===== config.mk =====
export PLATFORM = sky130hd
export DESIGN_NAME = mem_port_arbiter
export DESIGN_NICKNAME = d
export VERILOG_FILES = /design/src/rtl/mem_port_arbiter_pkg.sv /design/src/rtl/mem_port_arbiter.sv
export SDC_FILE = /design/constraint.sdc
export NUM_CORES = 1
export LEC_CHECK = 0
export BUFFER_PORTS_ARGS = -buffer_cell sky130_fd_sc_hd__buf_2
export CORE_AREA = 2 2 106 108
export DETAILED_ROUTE_END_ITERATION = 10
export DIE_AREA = 0 0 108 110
export HOLD_SLACK_MARGIN = 0.15
export PLACE_DENSITY = 0.68
export SETUP_SLACK_MARGIN = 0.2
export SYNTH_ARGS = -nofsm -noshare
export SYNTH_HDL_FRONTEND = slang
export SYNTH_SLANG_ARGS = --single-unit

===== constraint.sdc =====
create_clock -name clk -period 3.2 [get_ports clk]
set_clock_uncertainty 0.2 [all_clocks]
set_input_delay 0.64 -clock clk [delete_from_list [all_inputs] [get_ports clk]]
set_output_delay 0.64 -clock clk [all_outputs]
set_load 0.005 [all_outputs]

===== src/rtl/mem_port_arbiter_pkg.sv =====
// Shared memory-side definitions for the single-port memory arbiter.
// Holds the arbiter state encoding and the default starvation bound.
// Imported by mem_port_arbiter.

package mem_port_arbiter_pkg;

  // Arbiter FSM: idle, or the memory port owned by fetch or by the LSU.
  typedef enum logic [1:0] {
    ARB_IDLE    = 2'd0,
    ARB_GNT_IF  = 2'd1,
    ARB_GNT_LSU = 2'd2
  } type_arb_state_e;

  // Maximum consecutive LSU grants while a fetch is waiting.
  localparam int ARB_STARVE_MAX_DEFAULT = 4;

endpackage


===== src/rtl/mem_port_arbiter.sv =====
// Purpose: shares one memory port between fetch and LSU, LSU-first with bounded fetch starvation.
// Latency: grant registered in IDLE, mem_req_o rises next cycle; ack is combinational on mem_ack_i (min 2 cycles).
// Backpressure: requesters hold requests until acked; mem_* held until mem_ack_i; one idle bubble per transaction.

module mem_port_arbiter
  import mem_port_arbiter_pkg::*;
#(
  parameter int XLEN       = 32,
  parameter int STARVE_MAX = ARB_STARVE_MAX_DEFAULT,
  parameter int CNT_W      = 3
) (
  input  logic            clk,
  input  logic            rst_n,
  input  logic            if_req_i,
  input  logic [XLEN-1:0] if_addr_i,
  output logic            if_ack_o,
  output logic [XLEN-1:0] if_rdata_o,
  input  logic            lsu_req_i,
  input  logic            lsu_w_en_i,
  input  logic [3:0]      lsu_sel_byte_i,
  input  logic [XLEN-1:0] lsu_addr_i,
  input  logic [XLEN-1:0] lsu_wdata_i,
  input  logic            lsu_flush_i,
  output logic            lsu_ack_o,
  output logic [XLEN-1:0] lsu_rdata_o,
  output logic            mem_req_o,
  output logic            mem_w_en_o,
  output logic [3:0]      mem_sel_byte_o,
  output logic [XLEN-1:0] mem_addr_o,
  output logic [XLEN-1:0] mem_wdata_o,
  input  logic            mem_ack_i,
  input  logic [XLEN-1:0] mem_rdata_i
);

  type_arb_state_e state_q, state_d;
  logic [CNT_W-1:0] cnt_q, cnt_d;
  logic             drop_q, drop_d;
  logic             req_q, req_d;
  logic             w_en_q, w_en_d;
  logic [3:0]       sel_q, sel_d;
  logic [XLEN-1:0]  addr_q, addr_d;
  logic [XLEN-1:0]  wdata_q, wdata_d;

  logic starve;
  logic lsu_win;
  logic if_win;

  // Arbitration: LSU first unless fetch has waited through STARVE_MAX LSU grants.
  always_comb begin
    starve  = 1'b0;
    lsu_win = 1'b0;
    if_win  = 1'b0;
    if (state_q == ARB_IDLE) begin
      starve = if_req_i && (cnt_q == CNT_W'(STARVE_MAX));
      if (lsu_req_i && !lsu_flush_i && !starve) begin
        lsu_win = 1'b1;
      end else if (if_req_i) begin
        if_win = 1'b1;
      end
    end
  end

  // Next-state: latch the winner's request, hold it until mem_ack_i, track starvation and flush drop.
  always_comb begin
    state_d = state_q;
    cnt_d   = cnt_q;
    drop_d  = drop_q;
    req_d   = req_q;
    w_en_d  = w_en_q;
    sel_d   = sel_q;
    addr_d  = addr_q;
    wdata_d = wdata_q;
    case (state_q)
      ARB_IDLE: begin
        if (lsu_win) begin
          state_d = ARB_GNT_LSU;
          req_d   = 1'b1;
          w_en_d  = lsu_w_en_i;
          sel_d   = lsu_sel_byte_i;
          addr_d  = lsu_addr_i;
          wdata_d = lsu_wdata_i;
          drop_d  = 1'b0;
          if (!if_req_i) begin
            cnt_d = '0;
          end else if (cnt_q != CNT_W'(STARVE_MAX)) begin
            cnt_d = cnt_q + 1'b1;
          end
        end else if (if_win) begin
          state_d = ARB_GNT_IF;
          req_d   = 1'b1;
          w_en_d  = 1'b0;
          sel_d   = 4'hF;
          addr_d  = if_addr_i;
          wdata_d = '0;
          cnt_d   = '0;
        end
      end
      ARB_GNT_IF: begin
        if (mem_ack_i) begin
          state_d = ARB_IDLE;
          req_d   = 1'b0;
          w_en_d  = 1'b0;
          sel_d   = 4'h0;
          addr_d  = '0;
          wdata_d = '0;
        end
      end
      ARB_GNT_LSU: begin
        if (mem_ack_i) begin
          state_d = ARB_IDLE;
          req_d   = 1'b0;
          w_en_d  = 1'b0;
          sel_d   = 4'h0;
          addr_d  = '0;
          wdata_d = '0;
          drop_d  = 1'b0;
        end else if (lsu_flush_i) begin
          // The bus cannot abort: let the access finish but swallow its ack.
          drop_d = 1'b1;
        end
      end
      default: begin
        state_d = ARB_IDLE;
        req_d   = 1'b0;
      end
    endcase
  end

  // State and request registers, synchronous active-low reset.
  always_ff @(posedge clk) begin
    if (!rst_n) begin
      state_q <= ARB_IDLE;
      cnt_q   <= '0;
      drop_q  <= 1'b0;
      req_q   <= 1'b0;
      w_en_q  <= 1'b0;
      sel_q   <= 4'h0;
      addr_q  <= '0;
      wdata_q <= '0;
    end else begin
      state_q <= state_d;
      cnt_q   <= cnt_d;
      drop_q  <= drop_d;
      req_q   <= req_d;
      w_en_q  <= w_en_d;
      sel_q   <= sel_d;
      addr_q  <= addr_d;
      wdata_q <= wdata_d;
    end
  end

  // Completion routing: only the owner sees the ack; killed LSU accesses stay silent.
  always_comb begin
    if_ack_o    = (state_q == ARB_GNT_IF) && mem_ack_i;
    lsu_ack_o   = (state_q == ARB_GNT_LSU) && mem_ack_i && !drop_q && !lsu_flush_i;
    if_rdata_o  = if_ack_o ? mem_rdata_i : '0;
    lsu_rdata_o = lsu_ack_o ? mem_rdata_i : '0;
  end

  assign mem_req_o      = req_q;
  assign mem_w_en_o     = w_en_q;
  assign mem_sel_byte_o = sel_q;
  assign mem_addr_o     = addr_q;
  assign mem_wdata_o    = wdata_q;

endmodule


### Word-level counts from Yosys, hierarchy flattened

Index checks and enable logic that the tools add are counted.

| word-level totals | value |
|---|---|
| bits in read-only memories | 0 |
| memories | 0 |
| latch bits | 0 |
| flip-flop bits (word level) | 76 |
| output and inout bits | 136 |
| bits of input ports | 139 |
| logic and storage cells | 74 |
| RAM bits | 0 |

| cells by class | value |
|---|---|
| $mul | 0 |
| shift operators | 0 |
| eq/ne operators | 9 |
| multiplexer cells | 37 |
| divide/modulo/power cells | 0 |
| bitwise gates (word level) | 0 |
| add/sub/neg operators | 1 |
| reduce and logical (&&, ||, !) cells | 19 |
| order comparisons | 0 |

Operators by type and width:

| operator | count |
|---|---|
| $mux W32 | 7 |
| $pmux W32 S2 | 2 |
| $mux W1 | 13 |
| $mux W3 | 4 |
| $mux W4 | 3 |
| $ne A3 B3 Y1 const B | 3 |
| $reduce_and A3 Y1 | 3 |
| $pmux W4 S2 | 1 |
| $logic_and A1 B1 Y1 | 7 |
| $mux W2 | 3 |
| $pmux W1 S2 | 3 |
| $reduce_bool A2 Y1 | 3 |
| $pmux W2 S2 | 1 |
| $add A3 B1 Y3 const B | 1 |
| $eq A3 B3 Y1 const B | 1 |
| $logic_not A1 Y1 | 3 |
| $ne A3 B2 Y1 const B | 1 |
| $eq A2 B1 Y1 const B | 1 |
| $eq A2 B2 Y1 const B | 1 |
| $logic_not A2 Y1 | 1 |
| $ne A2 B1 Y1 const B | 1 |
| $ne A2 B2 Y1 const B | 1 |
| $reduce_and A2 Y1 | 1 |
| $reduce_or A2 Y1 | 1 |

### Depth between registers and ports, before layout

Gate-level depths: netlist (run 1).

| depth | value |
|---|---|
| word-level depth | 9 |
| gate-level depth with buffers | 9 |
| gate-level depth less buffers | 6 |

### Least setup slack after synthesis (run 1)

Ideal clock, no wire load.

| timing | value |
|---|---|
| kind | input -> output |
| from | input lsu_flush_i |
| to | output lsu_rdata_o[22] |
| required time | 2.360 ns |
| path buffers | 1 |
| cell stages on the path | 3 |
| arrival | 1.349 ns |
| setup slack | 1.011 ns |
| path through | and4bb_2 > clkbuf_1 > and2_1 |

| on the way | value |
|---|---|
| cells in the longest elaborated chain, start to end | 3 |

Ends and longest elaborated chain:

| item | line | text |
|---|---|---|
| from (decl) | mem_port_arbiter.sv:23 | `input logic lsu_flush_i,` |
| $logic_not A1 Y1 | mem_port_arbiter.sv:155 | `lsu_ack_o = (state_q == ARB_GNT_LSU) && mem_ack_i && !drop_q && !lsu_flush_i;` |
| $logic_and A1 B1 Y1 | mem_port_arbiter.sv:155 |  |
| named net lsu_ack_o | mem_port_arbiter.sv:24 | `output logic lsu_ack_o,` |
| $mux W32 | mem_port_arbiter.sv:157 | `lsu_rdata_o = lsu_ack_o ? mem_rdata_i : '0;` |
| to (decl) | mem_port_arbiter.sv:25 | `output logic [XLEN-1:0] lsu_rdata_o,` |

The timed path passes the listed nets, and every way through them passes these cells.

### Worst setup path after layout (run 1)

| timing | value |
|---|---|
| from | register state_q[1] |
| to | output if_rdata_o[0] |

| on the way | value |
|---|---|
| cells in the longest elaborated chain, start to end | 3 |

Ends and longest elaborated chain:

| item | line | text |
|---|---|---|
| from (decl) | mem_port_arbiter.sv:35 | `type_arb_state_e state_q, state_d;` |
| from (signal assigned) | mem_port_arbiter.sv:141 | `state_q <= state_d;` |
| $eq A2 B1 Y1 | mem_port_arbiter.sv:154 | `if_ack_o = (state_q == ARB_GNT_IF) && mem_ack_i;` |
| $logic_and A1 B1 Y1 | mem_port_arbiter.sv:154 |  |
| $mux W32 | mem_port_arbiter.sv:156 | `if_rdata_o = if_ack_o ? mem_rdata_i : '0;` |
| to (decl) | mem_port_arbiter.sv:17 | `output logic [XLEN-1:0] if_rdata_o,` |

Every way passes these cells.

==> flow_metrics.env, run 1 <==
export IMPL_status="complete, no violations"
export IMPL_fp_dieW_um=108
export IMPL_rsz0062_at_grt="no"
export IMPL_post_cts_buffers=0
export IMPL_initial_core_util_pct=30.7
export IMPL_worst_setup_path_end_kind="primary output"
export IMPL_finalHoldViolCount=0
export IMPL_rows=38
export IMPL_p_comb_share_pct=19.0
export IMPL_final_cell_mix="274 x buf_2, 76 x dfxtp_1, 66 x and2_1, 33 x a22o_1"
export IMPL_clockBufferDepth=2
export IMPL_power_frac_seq_pct=45.8
export IMPL_fin_crit_ps=2730
export IMPL_clock_tree_root_cell="clkbuf_8"
export IMPL_rr_worst_depth=7
export IMPL_max_freq_ghz=0.366
export IMPL_core_mm2=0.0107
export IMPL_timing_rr_start="state_q[0]$_SDFFE_PN0P_"
export IMPL_crit_arrival_ps=1890
export IMPL_cts_tree="done"
export IMPL_cts_num_sinks=76
export IMPL_hold_end="mem_sel_byte_o[0]$_SDFFE_PN0P_"
export IMPL_antenna_cells=0
export IMPL_fin_nets=734
export IMPL_min_from="mem_sel_byte_o[0]$_SDFFE_PN0P_"
export IMPL_setup_viol=0
export IMPL_clock_latency_ps=340
export IMPL_rrSetupSlack_ps=820
export IMPL_drt_wl_total_mm=10.6
export IMPL_switching_share_pct=27.0
export IMPL_min_period_over_period_pct=85.4
export IMPL_intPower_mw=1.70
export IMPL_critPathKind="flip-flop to primary output"
export IMPL_ys_ff_latch=76
export IMPL_grt_max_degree=66
export IMPL_path_max_fanout=33
export IMPL_worst_ep_required_time_ps=2360
export IMPL_num_io_pins=275
export IMPL_postCtsResizedCells=0
export IMPL_ys_types=34
export IMPL_worst_pin_slew_ps=787
export IMPL_numPortBuffers=274
export IMPL_synth_area_per_cell_um2=10.0
export IMPL_synth_cell_area_mm2=0.00329
export IMPL_ys_seq_area_share_pct=46.3
export IMPL_grt_ovfl_total=0
export IMPL_worst_path_max_delay_cell="ha_1"
export IMPL_min_path_cells=1
export IMPL_dieHeight_um=110
export IMPL_ys_warn_count=0
export IMPL_syn_num_nets=472
export IMPL_routedWlPerCell_um=14.4
export IMPL_reg2reg_to="mem_addr_o[1]$_SDFFE_PN0P_"
export IMPL_p_leak_nw=2.80
export IMPL_areaGrowthSynthToFinish_pct=51.4
export IMPL_worst_setup_path_start_kind="flip-flop"
export IMPL_placed_cells=719
export IMPL_cts_htree_levels=3
export IMPL_fin_cells=735
export IMPL_path_clk_slew_ps=80
export IMPL_power_density_mw_per_mm2=467
export IMPL_vdd_ir_drop_worst_mv=0.186
export IMPL_path_cells="inv_1 -> ha_1 -> and3_1 -> buf_2"
export IMPL_hold_class="flip-flop to flip-flop"
export IMPL_routabilityCongestion=0.848
export IMPL_clkPwrFrac_pct=35.2
export IMPL_maxSlewHeadroom_pct=47.5
export IMPL_final_common_cell="buf_2"
export IMPL_dieArea_mm2=0.0119
export IMPL_gr_usage_all_layers_pct=16.5
export IMPL_dpl_hpwl_mm=7.87
export IMPL_antenna_found_initial=0
export IMPL_finalPower_mw=2.33
export IMPL_cp_slowest_stage_delay_ps=670
export IMPL_syn_inst=328
export IMPL_p_sw_mw=0.629
export IMPL_slew_viol_final=0
export IMPL_drc=0
export IMPL_tns_ps=0
export IMPL_via_per_inst=4.75
export IMPL_first_pass_iters=4
export IMPL_drive_gt1_share_pct=50.3
export IMPL_grt_pass1_vias=3232
export IMPL_cts_buffers=9
export IMPL_num_vias=3493
export IMPL_cts_hold_buffers=0
export IMPL_cap_violations=0
export IMPL_ant_nets=0
export IMPL_grt_pass1_wl_mm=15.6
export IMPL_initialDrtViolationCount=186
synth_stat cells:
master	n	area share, %
o21bai_1	1	0.23
nand3b_1	1	0.23
o2bb2ai_1	4	1.1
a211oi_1	1	0.23
a21oi_1	2	0.30
o22ai_1	1	0.19
clkbuf_1	14	1.6
and3_1	32	6.1
dfxtp_1	76	46
a221o_1	32	9.7
inv_1	5	0.57
nor2b_1	4	0.76
nand2_1	8	0.91
nand3_1	1	0.15
o31a_1	1	0.27
ha_1	5	1.9
and2_1	66	13
nand2b_1	1	0.19
and2b_1	1	0.23
buf_6	6	2.1
and3b_1	1	0.27
mux2i_1	1	0.30
buf_4	1	0.23
buf_1	1	0.11
a21boi_0	2	0.46
a32oi_1	1	0.27
o211a_1	1	0.30
o21ai_0	5	0.76
and4bb_2	1	0.38
nor2_1	10	1.1
buf_2	6	0.91
nand4_1	2	0.38
a22o_1	33	8.8
or2_2	1	0.19
final cells by class:
cell class                 count  area (µm²)
clock buffer                  10         128
clock inverter                 6        95.1
fill                        1018        5720
inverter                       5        18.8
multi-input combinational    219        1610
sequential                    76        1520
tap                          140         175
timing repair buffer         279        1430
cell families (layout without fill, tap and decap cells):
family | count (synthesis) | after routing | share of synthesized area (%)
muxes | 1 | 1 | 0.304
DFF | 76 | 76 | 46.3
and+or+nand+nor | 129 | 129 | 23.5
adders and majority gates | 5 | 5 | 1.90
buffers and inverters | 33 | 300 | 5.48
AOI/OAI and AO/OA | 84 | 84 | 22.6
flip-flops by register name, indices dropped and copies added, names as in the netlist:
name and count:
cnt_q 3, drop_q 1, mem_addr_o 32, mem_req_o 1, mem_sel_byte_o 4, mem_w_en_o 1, mem_wdata_o 32, state_q 2
worst max-delay path by stage:
stage	from	to	slack (ps)	cells past startpoint
3_5_place_dp	lsu_flush_i	lsu_rdata_o[1]	670	4
5_1_grt	state_q[1]$_SDFFE_PN0P_	if_rdata_o[0]	300	4
4_1_cts	state_q[0]$_SDFFE_PN0P_	lsu_rdata_o[1]	470	5
3_3_place_gp	lsu_flush_i	mem_addr_o[2]$_SDFFE_PN0P_	710	6
2_1_floorplan	lsu_flush_i	lsu_rdata_o[22]	1010	3
6_report	state_q[1]$_SDFFE_PN0P_	if_rdata_o[0]	470	4
critical path, delay by kind of cell, from the launching register on:
family / cells / cell delay, ps
AND/OR/NAND/NOR: 1 / 340
adder cells (fa/ha/maj): 1 / 670
flip-flops: 1 / 330
buffers and inverters: 2 / 220
power by group through the flow:
stage	Clock, mW	Sequential (mW)	Combinational [mW]
after CTS	0.852	1.07	0.446
after global routing	0.890	1.08	0.489
final	0.820	1.07	0.442
after floorplan	0	1.09	0.216
after detailed placement	0	1.09	0.444
after global placement	0	1.08	0.436
metrics by stage:
stage / hold WS (ps) / util (%) / area [µm²] / setup WS, ps
floorplan: 256 / - / 3290 / 1010
global placement: 246 / 44.5 / 4760 / 714
detailed placement: 245 / 44.5 / 4760 / 667
finish: 262 / 46.6 / 4980 / 466
CTS: 271 / 46.6 / 4980 / 472
global route: 284 / 46.6 / 4980 / 302
routing by layer:
metal  global-route usage (%)  up-vias  wire length [µm]
li1                         -     1720                 -
met1                     19.6     1602              4310
met2                     29.2      159              5190
met3                     4.12       12               942
met4                     5.59        0               119
met5                        0        -                 0
No activity file was read; power rests on OpenSTA's default activity.
==> inputs of run 2 (changes only) <==
Settings changed: BUFFER_PORTS_ARGS -buffer_cell sky130_fd_sc_hd__buf_2 to not set, CORE_AREA 2 2 106 108 to 2 2 107 109, DIE_AREA 0 0 108 110 to 0 0 109 111, DONT_BUFFER_PORTS set to 1, PLACE_DENSITY 0.68 to 0.46.
==> run 2 against run 1 <==
Effect of this change:
- register-to-register slack got worse by 90 ps
- clock power increased by 37%
- wire length decreased by 15%
- sequential power about the same
- core utilization decreased by 13 points
- die area increased by 1.8%
- first-iteration DRC count decreased by 20%
- total power increased by 5.6%
- via count decreased by 27%
- critical endpoint is now lsu_rdata_o[28]
- final area decreased by 25%
==> flow_metrics.env, run 2 (synthesis gave the netlist of run 1 again) <==
export IMPL_final_common_cell="dfxtp_1"
export IMPL_worst_pin_slew_ps=746
export IMPL_setup_viol=0
export IMPL_post_cts_buffers=0
export IMPL_gr_usage_all_layers_pct=13.7
export IMPL_finalHoldViolCount=0
export IMPL_cts_hold_buffers=0
export IMPL_via_per_inst=5.48
export IMPL_path_cells="inv_1 -> ha_1 -> and4bb_2 -> and2_1"
export IMPL_dieHeight_um=111
export IMPL_drc=0
export IMPL_p_comb_share_pct=10.0
export IMPL_dieArea_mm2=0.0121
export IMPL_fin_nets=460
export IMPL_status="complete, no violations"
export IMPL_clkPwrFrac_pct=45.5
export IMPL_dpl_cell_area_mm2=0.00339
export IMPL_core_mm2=0.0111
export IMPL_switching_share_pct=24.8
export IMPL_ant_nets=0
export IMPL_routedWlPerCell_um=19.3
export IMPL_vdd_ir_drop_worst_mv=0.290
export IMPL_clockBufferDepth=2
export IMPL_initial_core_util_pct=29.7
export IMPL_num_vias=2545
export IMPL_areaGrowthSynthToFinish_pct=13.3
export IMPL_fp_dieW_um=109
export IMPL_cts_buffers=9
export IMPL_p_leak_nw=1.57
export IMPL_worst_path_max_delay_cell="and4bb_2"
export IMPL_grt_pass1_wl_mm=12.6
export IMPL_routabilityCongestion=0.726
export IMPL_critPathBufInv=1
export IMPL_max_freq_ghz=0.377
export IMPL_p_sw_mw=0.609
export IMPL_maxSlewHeadroom_pct=50.3
export IMPL_cts_htree_levels=3
export IMPL_grt_ovfl_total=0
export IMPL_initialDrtViolationCount=148
export IMPL_tns_ps=0
export IMPL_power_frac_seq_pct=44.5
export IMPL_grt_pass1_vias=2375
export IMPL_postCtsResizedCells=0
export IMPL_path_max_fanout=33
export IMPL_antenna_cells=0
export IMPL_crit_arrival_ps=1810
export IMPL_cp_slowest_stage_delay_ps=580
export IMPL_clock_tree_root_cell="clkbuf_16"
export IMPL_path_clk_slew_ps=60
export IMPL_drt_wl_total_mm=8.97
export IMPL_hold_class="primary input to flip-flop"
export IMPL_num_io_pins=275
export IMPL_clock_latency_ps=330
export IMPL_regArea_mm2=0.00152
export IMPL_slew_viol_final=0
export IMPL_numPortBuffers=0
export IMPL_grt_max_degree=66
export IMPL_cap_violations=0
export IMPL_cts_num_sinks=76
export IMPL_multi_input_area_mm2=0.00161
export IMPL_rows=39
export IMPL_rsz0062_at_grt="no"
export IMPL_power_density_mw_per_mm2=660
export IMPL_critPathTopFamily="simple AND/OR/NAND/NOR gates"
export IMPL_final_cell_mix="76 x dfxtp_1, 66 x and2_1, 33 x a22o_1, 32 x and3_1, 32 x a221o_1"
export IMPL_nFillCells=1120
export IMPL_design_area_mm2=0.00373
export IMPL_critPathKind="flip-flop to primary output"
export IMPL_first_pass_iters=4
export IMPL_antenna_found_initial=0
export IMPL_dpl_hpwl_mm=6.49
export IMPL_worst_ep_required_time_ps=2360
export IMPL_worst_setup_path_end_kind="primary output"
export IMPL_min_period_over_period_pct=82.8
export IMPL_cts_tree="done"
export IMPL_drive_gt1_share_pct=8.10
export IMPL_intPower_mw=1.85
export IMPL_worst_setup_path_start_kind="flip-flop"
export IMPL_fin_crit_ps=2650
[run 2: cell count changes in the layout (fill, tap and decap cells not counted)]
cell,change
clkbuf_1,-1
buf_2,-274
inv_6,-2
clkbuf_16,+9
clkinvlp_4,+1
inv_8,+1
clkbuf_8,-8
[run 2: layout make-up]
class,count,area share (%)
clock inverter,6,2.59
tap,143,4.80
timing repair buffer,5,1.68
multi-input combinational,219,43.2
clock buffer,10,6.41
sequential,76,40.8
inverter,5,0.504
[run 2: worst reg2reg max path, cell delays in order, from the launching register on]
cell	delay, ps
dfxtp_1	360
inv_1	80
ha_1	310
nor2b_1	400
o31a_2	390
buf_4	250
buf_4	250
a22o_1	170
[run 2: path summary, 6_finish.rpt]
check | from | endpoint | slack (ps) | cells past startpoint
worst min register to register | mem_sel_byte_o[0]$_SDFFE_PN0P_ | mem_sel_byte_o[0]$_SDFFE_PN0P_ | 290 | 1
worst min-delay path | rst_n | state_q[0]$_SDFFE_PN0P_ | 230 | 2
worst max register to register | state_q[1]$_SDFFE_PN0P_ | mem_wdata_o[3]$_SDFFE_PN0P_ | 730 | 7
worst max-delay path | state_q[0]$_SDFFE_PN0P_ | lsu_rdata_o[28] | 550 | 4
[run 2: per-layer routing]
metal / global-route usage, % / share of wire [%]
met2: 24.4 / 50
met4: 5.90 / 1.9
met5: 0 / 0
met1: 13.4 / 35
met3: 6.11 / 13
[run 2: per-stage QoR]
step | util [%] | instances | hold slack, ps | setup WS [ps] | power (mW)
final | 33.6 | 464 | 226 | 550 | 2.46
after global routing | 33.6 | 464 | 210 | 404 | 2.58
after CTS | 33.6 | 464 | 211 | 541 | 2.50
after detailed placement | 30.6 | 448 | 279 | 758 | 1.36
after global placement | 30.6 | 448 | 279 | 789 | 1.36
after floorplan | - | 328 | 256 | 1010 | 1.31
[run 2: power groups by stage]
stage / clock (mW) / sequential (mW) / combinational [mW]
2_1_floorplan: 0 / 1.09 / 0.216
3_3_place_gp: 0 / 1.12 / 0.244
3_5_place_dp: 0 / 1.12 / 0.249
4_1_cts: 1.16 / 1.10 / 0.250
5_1_grt: 1.20 / 1.10 / 0.273
6_report: 1.12 / 1.09 / 0.247
==> inputs of run 3 (changes only) <==
Settings changed: ABC_AREA set to 1, CORE_AREA 2 2 107 109 to 2 2 106 108, DIE_AREA 0 0 109 111 to 0 0 108 110, PLACE_DENSITY 0.46 to 0.57.
Clock period 3.2 ns to 2.5 ns, I/O delays scaled along.
==> run 3 against run 2 <==
Effect of this change:
- clock power hardly changed
- die area is 1.8% lower
- register-to-register slack worse by 230 ps
- global-route usage is 7.5 points higher
- core utilization is 16 points higher
- sequential share of layout area is 12 points lower
- final area is 43% higher
- critical path type unchanged
==> flow_metrics.env, run 3 <==
export IMPL_rsz0062_at_grt="yes"
export IMPL_first_pass_iters=5
export IMPL_fp_dieW_um=108
export IMPL_num_vias=4364
export IMPL_cts_htree_levels=3
export IMPL_status="complete, no violations"
export IMPL_ys_ff_latch=76
export IMPL_yosys_area_top_type="dfxtp_1"
export IMPL_antenna_found_initial=0
export IMPL_areaGrowthSynthToFinish_pct=22.6
export IMPL_synth_edf_count=0
export IMPL_cap_violations=0
export IMPL_ys_warn_count=0
export IMPL_clkPwrFrac_pct=28.0
export IMPL_synthTopCellsByArea="dfxtp_1 35%, nand2_1 13%, inv_1 13%, nand3_1 8.0%, a21oi_1 7.6%"
export IMPL_cts_tree="done"
export IMPL_crit_arrival_ps=1540
export IMPL_worst_pin_slew_ps=588
export IMPL_grt_pass1_vias=4010
export IMPL_grt_pass1_wl_mm=19.7
export IMPL_antenna_cells=0
export IMPL_placed_cells=795
export IMPL_grt_ovfl_total=0
export IMPL_final_common_cell="nand2_1"
export IMPL_fin_cells=867
export IMPL_cts_buffers=9
export IMPL_clock_latency_ps=350
export IMPL_intPower_mw=2.45
export IMPL_utilization_pct=49.7
export IMPL_final_cell_mix="150 x nand2_1, 143 x inv_1, 74 x dfxtp_1, 69 x nand3_1, 66 x a21oi_1"
export IMPL_rows=38
export IMPL_via_per_inst=5.03
export IMPL_path_clk_slew_ps=80
export IMPL_num_io_pins=275
export IMPL_slew_viol_final=0
export IMPL_p_sw_mw=1.49
export IMPL_drc=0
export IMPL_switching_share_pct=37.8
export IMPL_min_path_cells=4
export IMPL_dpl_hpwl_mm=8.60
export IMPL_gr_usage_all_layers_pct=21.2
export IMPL_worst_ep_required_time_ps=1800
export IMPL_synth_area_per_cell_um2=6.31
export IMPL_dieHeight_um=110
export IMPL_hold_class="primary input to flip-flop"
export IMPL_core_mm2=0.0107
export IMPL_finalHoldViolCount=0
export IMPL_routabilityCongestion=0.843
export IMPL_dieArea_mm2=0.0119
export IMPL_worst_path_max_delay_cell="dfxtp_2"
export IMPL_maxSlewHeadroom_pct=60.8
export IMPL_setup_viol=0
export IMPL_power_density_mw_per_mm2=742
export IMPL_p_leak_nw=2.67
export IMPL_routedWlPerCell_um=15.4
export IMPL_drt_wl_total_mm=13.4
export IMPL_drive_gt1_share_pct=11.7
export IMPL_power_frac_seq_pct=40.4
export IMPL_preCtsSetupSlack_ps=325
export IMPL_initialDrtViolationCount=395
export IMPL_numPortBuffers=0
export IMPL_syn_num_nets=832
export IMPL_max_freq_ghz=0.446
export IMPL_ys_seq_area_share_pct=35.1
export IMPL_path_max_fanout=8
export IMPL_initial_core_util_pct=40.6
export IMPL_synth_top_flop_cell="dfxtp_1"
export IMPL_synth_top_area_share_pct=35.1
export IMPL_layout_setup_ws_ps=258
export IMPL_tns_ps=0
export IMPL_clockBufferDepth=2
export IMPL_ys_types=23
export IMPL_worst_setup_path_start_kind="flip-flop"
export IMPL_syn_inst=688
export IMPL_synth_cell_area_mm2=0.00434
export IMPL_critPathKind="flip-flop to primary output"
export IMPL_grt_max_degree=44
export IMPL_cp_slowest_stage_delay_ps=340
export IMPL_path_cells="inv_2 -> ha_4 -> nand4_1 -> buf_4 -> clkbuf_16 -> nor2_2"
export IMPL_clock_tree_root_cell="clkbuf_8"
export IMPL_cts_num_sinks=76
export IMPL_fin_nets=866
export IMPL_p_comb_share_pct=31.6
export IMPL_synth_most_common_cell="nand2_1"
export IMPL_nFillCells=1072
export IMPL_vdd_ir_drop_worst_mv=0.393
export IMPL_async_reset_ff_share_pct=0
export IMPL_min_period_over_period_pct=89.7
export IMPL_worst_setup_path_end_kind="primary output"
export IMPL_rr_worst_depth=6
export IMPL_fin_crit_ps=2240
export IMPL_ant_nets=0
export IMPL_synth_common_cells="150 x nand2_1, 145 x inv_1, 76 x dfxtp_1, 69 x nand3_1, 66 x a21oi_1"
==> run 3: changes by cell type in the layout (fill, tap and decap cells not counted), sizes merged, moves of 13 or more <==
cell and delta:
and3 -32, inv +142, nand4 +31, buf +13, nand3 +72, a221o -32, and2 -66, a21oi +74
nand2 +152, nor2 +56, dlygate4sd3 +52, a22o -33
==> run 3: critical path, delay by kind of cell (launching register included) <==
family / cells / cell delay, ps
and+or+nand+nor: 2 / 270
DFF: 1 / 340
adders and majority gates: 1 / 140
buffers and inverters: 3 / 440
==> run 3: kinds of logic (layout without fill, tap and decap cells) <==
| group | Yosys count | in the layout | synth area share (%) |
|---|---|---|---|
| AOI/OAI and AO/OA | 77 | 77 | 9.75 |
| xor gates and xnor gates | 1 | 1 | 0.202 |
| adders and majority gates | 5 | 5 | 1.44 |
| buffers and inverters | 197 | 236 | 18.1 |
| DFF | 76 | 76 | 35.1 |
| and+or+nand+nor | 332 | 332 | 35.4 |
==> run 3: area by class of cell <==
| cell class | instances | area [µm²] | share of cell area, % |
|---|---|---|---|
| repair buffers | 71 | 722 | 13.6 |
| flip-flops and latches | 76 | 1520 | 28.6 |
| well taps | 140 | 175 | 3.29 |
| clock buffers | 11 | 151 | 2.85 |
| multi-input cells | 415 | 2100 | 39.5 |
| clock inverters | 5 | 83.8 | 1.58 |
| inverters | 149 | 562 | 10.6 |
==> run 3: through the flow <==
stage / instance area (µm²) / hold WS, ps / total power, mW
after global routing: 5320 / 171 / 4.23
after detailed placement: 4410 / 254 / 2.77
final: 5320 / 180 / 3.95
after floorplan: 4340 / 226 / 2.53
after CTS: 5200 / 151 / 3.97
after global placement: 4410 / 237 / 2.74
==> run 3: layer usage <==
metal | vias to the layer above | global-route usage [%] | part of all wire, %
li1 | 2171 | - | -
met1 | 1985 | 26.8 | 44
met4 | 0 | 7.69 | 1.1
met5 | - | 0 | 0
met2 | 195 | 33.7 | 46
met3 | 13 | 6.94 | 9.6
==> run 3: power groups by stage <==
stage	registers, mW	logic, mW	clock network, mW
after global routing	1.62	1.42	1.19
after CTS	1.60	1.23	1.15
final	1.59	1.25	1.11
after detailed placement	1.62	1.15	0
after global placement	1.62	1.12	0
after floorplan	1.57	0.960	0
==> run 3: path summary, 6_finish.rpt <==
path	from	to	slack (ps)
setup / recovery	state_q[0]$_SDFFE_PN0P_	lsu_rdata_o[5]	260
setup reg to reg	state_q[0]$_SDFFE_PN0P_	mem_wdata_o[12]$_SDFFE_PN0P_	500
hold / removal	if_addr_i[11]	mem_addr_o[11]$_SDFFE_PN0P_	180
hold reg to reg	drop_q$_SDFFE_PN0P_	drop_q$_SDFFE_PN0P_	260
==> run 3: timing repair <==
action / in CTS / in global routing
endpoints found under the setup margin: 3 / 37
gates cloned: 0 / 2
pin swaps: 0 / 1
hold buffers: 53 / 0
resized for setup: 2 / 28
setup buffers: 0 / 1
hold endpoints to repair: 71 / 0
